===== config.mk =====
export PLATFORM = sky130hd
export DESIGN_NAME = pipe_stage_reg
export DESIGN_NICKNAME = d
export VERILOG_FILES = /design/src/rtl/pipe_stage_reg.sv
export SDC_FILE = /design/constraint.sdc
export NUM_CORES = 1
export LEC_CHECK = 0
export CORE_MARGIN = 4
export CORE_UTILIZATION = 45
export CTS_CLUSTER_DIAMETER = 150
export DETAILED_ROUTE_END_ITERATION = 6
export GPL_TIMING_DRIVEN = 0
export PLACE_DENSITY = 0.74
export SETUP_SLACK_MARGIN = 0.4
export SLEW_MARGIN = 20
export SYNTH_ARGS = -nofsm -noshare
export SYNTH_HDL_FRONTEND = slang
export SYNTH_SLANG_ARGS = --single-unit

===== constraint.sdc =====
create_clock -name clk -period 2.2 [get_ports clk]
set_input_delay 0.22 -clock clk [delete_from_list [all_inputs] [get_ports clk]]
set_output_delay 0.22 -clock clk [all_outputs]
set_load 0.005 [all_outputs]

===== src/rtl/pipe_stage_reg.sv =====
// Generic pipeline boundary register with valid/ready handshake, optional 2-entry skid
// buffer, flush, control gating on bubbles and a saturating stall counter.
module pipe_stage_reg #(
  parameter int DATA_W = 64,
  parameter int CTRL_W = 8,
  parameter int SKID   = 1,
  parameter int CNT_W  = 16
) (
  input  logic              clk,
  input  logic              rst,
  input  logic              flush,
  input  logic              in_valid,
  output logic              in_ready,
  input  logic [DATA_W-1:0] in_data,
  input  logic [CTRL_W-1:0] in_ctrl,
  output logic              out_valid,
  input  logic              out_ready,
  output logic [DATA_W-1:0] out_data,
  output logic [CTRL_W-1:0] out_ctrl,
  output logic [1:0]        occupancy,
  output logic [CNT_W-1:0]  stall_cnt
);

  typedef enum logic [1:0] {
    EMPTY = 2'd0,
    ONE   = 2'd1,
    TWO   = 2'd2
  } state_t;

  state_t            state_reg, state_next;
  logic [DATA_W-1:0] main_data_reg, skid_data_reg;
  logic [CTRL_W-1:0] main_ctrl_reg, skid_ctrl_reg;
  logic [CNT_W-1:0]  stall_cnt_reg;
  logic              load_main, main_from_skid, load_skid;
  logic              in_xfer, out_xfer;

  assign in_xfer  = in_valid & in_ready;
  assign out_xfer = out_valid & out_ready;

  // State and storage registers
  always_ff @(posedge clk) begin
    if (rst) begin
      state_reg     <= EMPTY;
      main_data_reg <= '0;
      main_ctrl_reg <= '0;
      skid_data_reg <= '0;
      skid_ctrl_reg <= '0;
      stall_cnt_reg <= '0;
    end else begin
      state_reg <= state_next;
      if (load_main) begin
        main_data_reg <= main_from_skid ? skid_data_reg : in_data;
        main_ctrl_reg <= main_from_skid ? skid_ctrl_reg : in_ctrl;
      end
      if (load_skid) begin
        skid_data_reg <= in_data;
        skid_ctrl_reg <= in_ctrl;
      end
      if (out_valid && !out_ready && (stall_cnt_reg != {CNT_W{1'b1}}))
        stall_cnt_reg <= stall_cnt_reg + {{(CNT_W-1){1'b0}}, 1'b1};
    end
  end

  // Next-state logic; the TWO state is only reachable when in_ready can be high
  // while out_ready is low, i.e. in skid mode.
  always_comb begin
    state_next     = state_reg;
    load_main      = 1'b0;
    main_from_skid = 1'b0;
    load_skid      = 1'b0;
    case (state_reg)
      EMPTY: begin
        if (in_xfer) begin
          load_main  = 1'b1;
          state_next = ONE;
        end
      end
      ONE: begin
        if (in_xfer && out_xfer) begin
          load_main = 1'b1;
        end else if (out_xfer) begin
          state_next = EMPTY;
        end else if (in_xfer) begin
          load_skid  = 1'b1;
          state_next = TWO;
        end
      end
      TWO: begin
        if (out_xfer) begin
          load_main      = 1'b1;
          main_from_skid = 1'b1;
          state_next     = ONE;
        end
      end
      default: state_next = EMPTY;
    endcase
    if (flush) begin
      state_next     = EMPTY;
      load_main      = 1'b0;
      main_from_skid = 1'b0;
      load_skid      = 1'b0;
    end
  end

  // Output decode
  always_comb begin
    out_valid = (state_reg != EMPTY);
    out_data  = main_data_reg;
    out_ctrl  = out_valid ? main_ctrl_reg : '0;
    occupancy = state_reg;
    stall_cnt = stall_cnt_reg;
  end

  generate
    if (SKID != 0) begin : g_skid
      // Registered ready breaks the combinational out_ready -> in_ready path.
      logic in_ready_reg;
      always_ff @(posedge clk) begin
        if (rst) in_ready_reg <= 1'b1;
        else     in_ready_reg <= (state_next != TWO);
      end
      assign in_ready = in_ready_reg;
    end else begin : g_plain
      assign in_ready = out_ready | ~out_valid;
    end
  endgenerate

endmodule


Word-level counts from Yosys, hierarchy flattened. Cells that the tools add are included.

Bits in registers: 163. Bits in latches: 0. Memory bits (writable): 0. ROM bits: 0. Output and inout port bits: 92. Memories: 0.

Add/sub/neg operators: 1. $mul: 0. Divide/modulo/power cells: 0. $lt $le $gt $ge: 0. Equality and inequality tests: 4. Shift operators: 0. Multiplexer cells: 21. Bitwise logic cells: 2. Reduce and logical (&&, ||, !) cells: 6.

Operator list (number): $mux W64 (1); $add A16 B1 Y16 const B (1); $mux W8 (2); $ne A16 B16 Y1 const B (1); $mux W2 (6); $mux W1 (10); $pmux W2 S3 (1); $logic_and A1 B1 Y1 (3); $pmux W1 S3 (1); $and A1 B1 Y1 (2); $eq A2 B1 Y1 const B (1); $eq A2 B2 Y1 const B (1); $logic_not A2 Y1 (1); $ne A2 B2 Y1 const B (1); $reduce_bool A2 Y1 (1); $logic_not A1 Y1 (1).

Depth between registers and ports, before layout.
Word-level depth: 7. Mapped depth: 7.

Least setup slack after synthesis. Ideal clock, no wire load.

Path kind: reg-to-reg. Start point: register stall_cnt_reg[0], in the netlist stall_cnt[0]. End point: register stall_cnt_reg[13], in the netlist stall_cnt[13]. Setup time: 121 ps. Arrival: 1576 ps. Data required time: 2079 ps. Slack: 502 ps. Cell stages (with the launch flop): 7. Period minus slack after synthesis: 1698 ps. Cell sequence: dfxtp_1 -> ha_1 -> nand4_1 -> o41ai_4 -> buf_6 -> nor4_1 -> mux2_4.

Cells in the longest elaborated chain, start to end: 2. Elaborated cells on any way between the ends: 3.

Ends and longest elaborated chain: from (decl) (RTL line 33) `logic [CNT_W-1:0] stall_cnt_reg;`; from (signal assigned) (RTL line 60) `stall_cnt_reg <= stall_cnt_reg + {{(CNT_W-1){1'b0}}, 1'b1};`; branches (longest 2 deep; another with $add A16 B1 Y16).

Several ways; the timed one is not identified. A chain may end at the register's enable or synchronous reset.

Worst setup path in the final report.
Start point: register state_reg[1], in the netlist occupancy[1]. End point: output port out_valid.

Cells in the longest elaborated chain, start to end: 1.

Ends and longest elaborated chain: from (decl) (RTL line 30) `state_t state_reg, state_next;`; from (signal assigned) (RTL line 50) `state_reg <= state_next;`; $reduce_bool A2 Y1 (RTL line 107) `out_valid = (state_reg != EMPTY);`; to (decl) (RTL line 16) `output logic out_valid,`.

Every way passes these cells.

==> impl_metrics.toml <==
[status]
outcome = "complete, no violations"

[synth]
ys_types = 36
synth-seq-cells = 163
yosys.area.top_type = "dfxtp_1"
yosysSeqAreaShare_pct = 46.9
avgSynthCellArea_um2 = 9.02
netlist_area_um2 = 6950
yosys_warnings = 0
synth-edff-count = 0
synthesis.nets = 849
ys.flop_type = "dfxtp_1"
ys_top_cells_by_area = "dfxtp_1, a21oi_1, mux2i_1"
netlist.area_leader.share_pct = 46.9
async_reset_ff_share_pct = 0
syn_inst = 771

[timing]
drv_slew = 0
slew_headroom_pct = 52.8
layout_min_cycle_time_ns = 1.77
finClkSkew_ns = 0.00552
tightest_slew_ns = 0.709
max_freq_mhz = 565
finalSetupTns_ns = 0
fin_hold_ws_ns = 0.360
finalHoldViolCount = 0
timing.final.crit_share_pct = 80.4
rsz0062_at_grt = "yes"
setup_viol = 0

[worst_setup_path]
critPathMaxFanout = 6
crit_arrival_ns = 1.55
slowest_stage = "clkdlybuf4s50_1"
critical_path_class = "reg2out"
critPathRequiredTime_ns = 1.98
worstSetupStartpointType = "register"
crit_chain = "buf_8 -> nor2_4 -> inv_1 -> clkdlybuf4s50_1"
critPathCaptureType = "primary output"
slowest_delay_ns = 0.45

[cells_and_area]
diodes = 0
nets = 1051
drive_gt1_share_pct = 13.2
utilization_pct = 64.5
finalInstanceArea_um2 = 9770
areaGrowthSynthToFinish_pct = 40.6

[die]
die_w_um = 132
coreArea_um2 = 15100
dieArea_um2 = 17500
initial_core_util_pct = 45.9
die_h_um = 132
pin_count = 169
num_rows = 45

[power_and_ir_drop]
internal_power_mw = 5.10
pwr-share-seq_pct = 45.6
powerDensity_nw_per_um2 = 702
p_clk_share_pct = 41.9
combPwrFrac_pct = 12.5
leakage_nw = 3.24
ir_worst_vdd_v = 0.000527
swShare_pct = 25.6
power_mw = 6.86
p_sw_mw = 1.76

[clock_tree]
cts_htree_levels = 4
postCtsHoldBufs = 0
path_clk_slew_ns = 0.06
cts.sinks = 163
cts_made_buffers = 17
cts_tree = "built"
cts_root_buf = "clkbuf_16"
cts_max_path_buffers = 2
insertion_delay_ns = 0.43

[global_route]
grt-ovfl-total = 0
grt_pass1_wl_um = 32200
antenna_found_initial = 0
grt_max_degree = 17
gr-usage-all-layers_pct = 22.8
grt_pass1_vias = 6209

[placement]
gp_congestion = 0.829
dp_hpwl_um = 14000
place_area_um2 = 8870
io_buffer_count = 168

[job]
cap_viol_max_count = 0

[drt]
drt_first_pass_iters = 5
vias = 6527
dr.first_iter.drc_count = 439
antenna_left = 0
drc = 0
viasPerCell = 5.56
route.final.wire_length_um = 20300
wl_per_cell_um = 17.3

[hold_path]
hp-class = "in2reg"
==> final cells by class <==
cell class	count	area [µm²]
Timing Repair Buffer	182	1790
Multi-Input combinational cell	530	3400
Inverter	4	15.0
Fill cell	1238	5380
Clock inverter	15	146
Sequential cell	163	3280
Tap cell	188	235
Buffer	75	480
Clock buffer	17	425
==> path summary, 6_finish.rpt <==
path	start	end	slack, ns	cells after the start
worst max register to register	stall_cnt[0]$_SDFFE_PP0P_	stall_cnt[11]$_SDFFE_PP0P_	0.45	7
worst max-delay path	occupancy[1]$_SDFF_PP0_	out_valid	0.43	4
worst min register to register	skid_ctrl_reg[0]$_SDFFE_PP0P_	skid_ctrl_reg[0]$_SDFFE_PP0P_	0.45	2
worst min-delay path	in_ctrl[7]	skid_ctrl_reg[7]$_SDFFE_PP0P_	0.36	3
==> per-stage QoR <==
step / instances / setup slack, ns
finish: 1174 / 0.430
global route: 1174 / 0.364
CTS: 1169 / 0.403
detailed placement: 1127 / -0.405
global placement: 1127 / -0.356
floorplan: 771 / 0.502
==> power groups by stage <==
stage / sequential (mW) / clock [mW] / combinational [mW]
3_5_place_dp: 3.19 / 0 / 0.813
6_report: 3.13 / 2.88 / 0.854
3_3_place_gp: 3.19 / 0 / 0.808
4_1_cts: 3.13 / 2.91 / 0.827
5_1_grt: 3.14 / 3.03 / 0.931
2_1_floorplan: 3.18 / 0 / 0.353
==> worst max-delay path: cells and delay by family, from the launching register on <==
family,cells,cell delay (ns)
DFF,1,0.33
buffers and inverters,3,0.67
and+or+nand+nor,1,0.12
==> routing by layer <==
metal  track usage, %  up-vias  share of wire [%]
met2             37.9      198                 48
met5                0        -                  0
met1             29.5     3078                 44
li1                 -     3219                  -
met3             5.00       32                5.7
met4             7.74        0                2.3
==> logic make-up (layout without fill, tap and decap cells) <==
group	Yosys count	after routing	share of synthesized area, %
and+or+nand+nor	206	207	13.0
xor gates and xnor gates	1	1	0.126
adders and majority gates	1	1	0.180
DFF	163	163	46.9
buffers and inverters	79	293	6.08
AOI/OAI and AO/OA	243	243	22.2
muxes	78	78	11.4
==> placed cells by master (no fill, tap or decap), types with 6 or more instances in the layout <==
cell               n
dlygate4sd2_1      8
clkbuf_1          26
a21oi_1          155
o21ai_1            6
clkdlybuf4s50_1  160
buf_2             10
a311oi_2           9
buf_4             14
nor2b_1            8
buf_6             17
clkbuf_2          15
clkbuf_16         18
nand2_1          153
inv_6              6
dfxtp_1          156
or3_1              8
mux2i_1           75
nor2_1             6
a311oi_1          63
==> synth_stat cells (6+ instances only) <==
cell type / n
a21oi_1: 156
a311oi_1: 72
buf_2: 14
buf_4: 8
buf_6: 10
clkbuf_1: 42
dfxtp_1: 163
mux2i_1: 76
nand2_1: 153
nand3_1: 7
nor2_1: 7
nor2b_1: 10
o21ai_1: 6
or3_1: 8
==> repair_timing <==
item / 4_1_cts / 5_1_grt
buffers inserted: 8 / 4
pin swaps: 3 / 5
gates resized for setup: 28 / 60
endpoints found under the setup margin: 167 / 109
cloned: 2 / 1
Power figures use the tool's default switching activity.
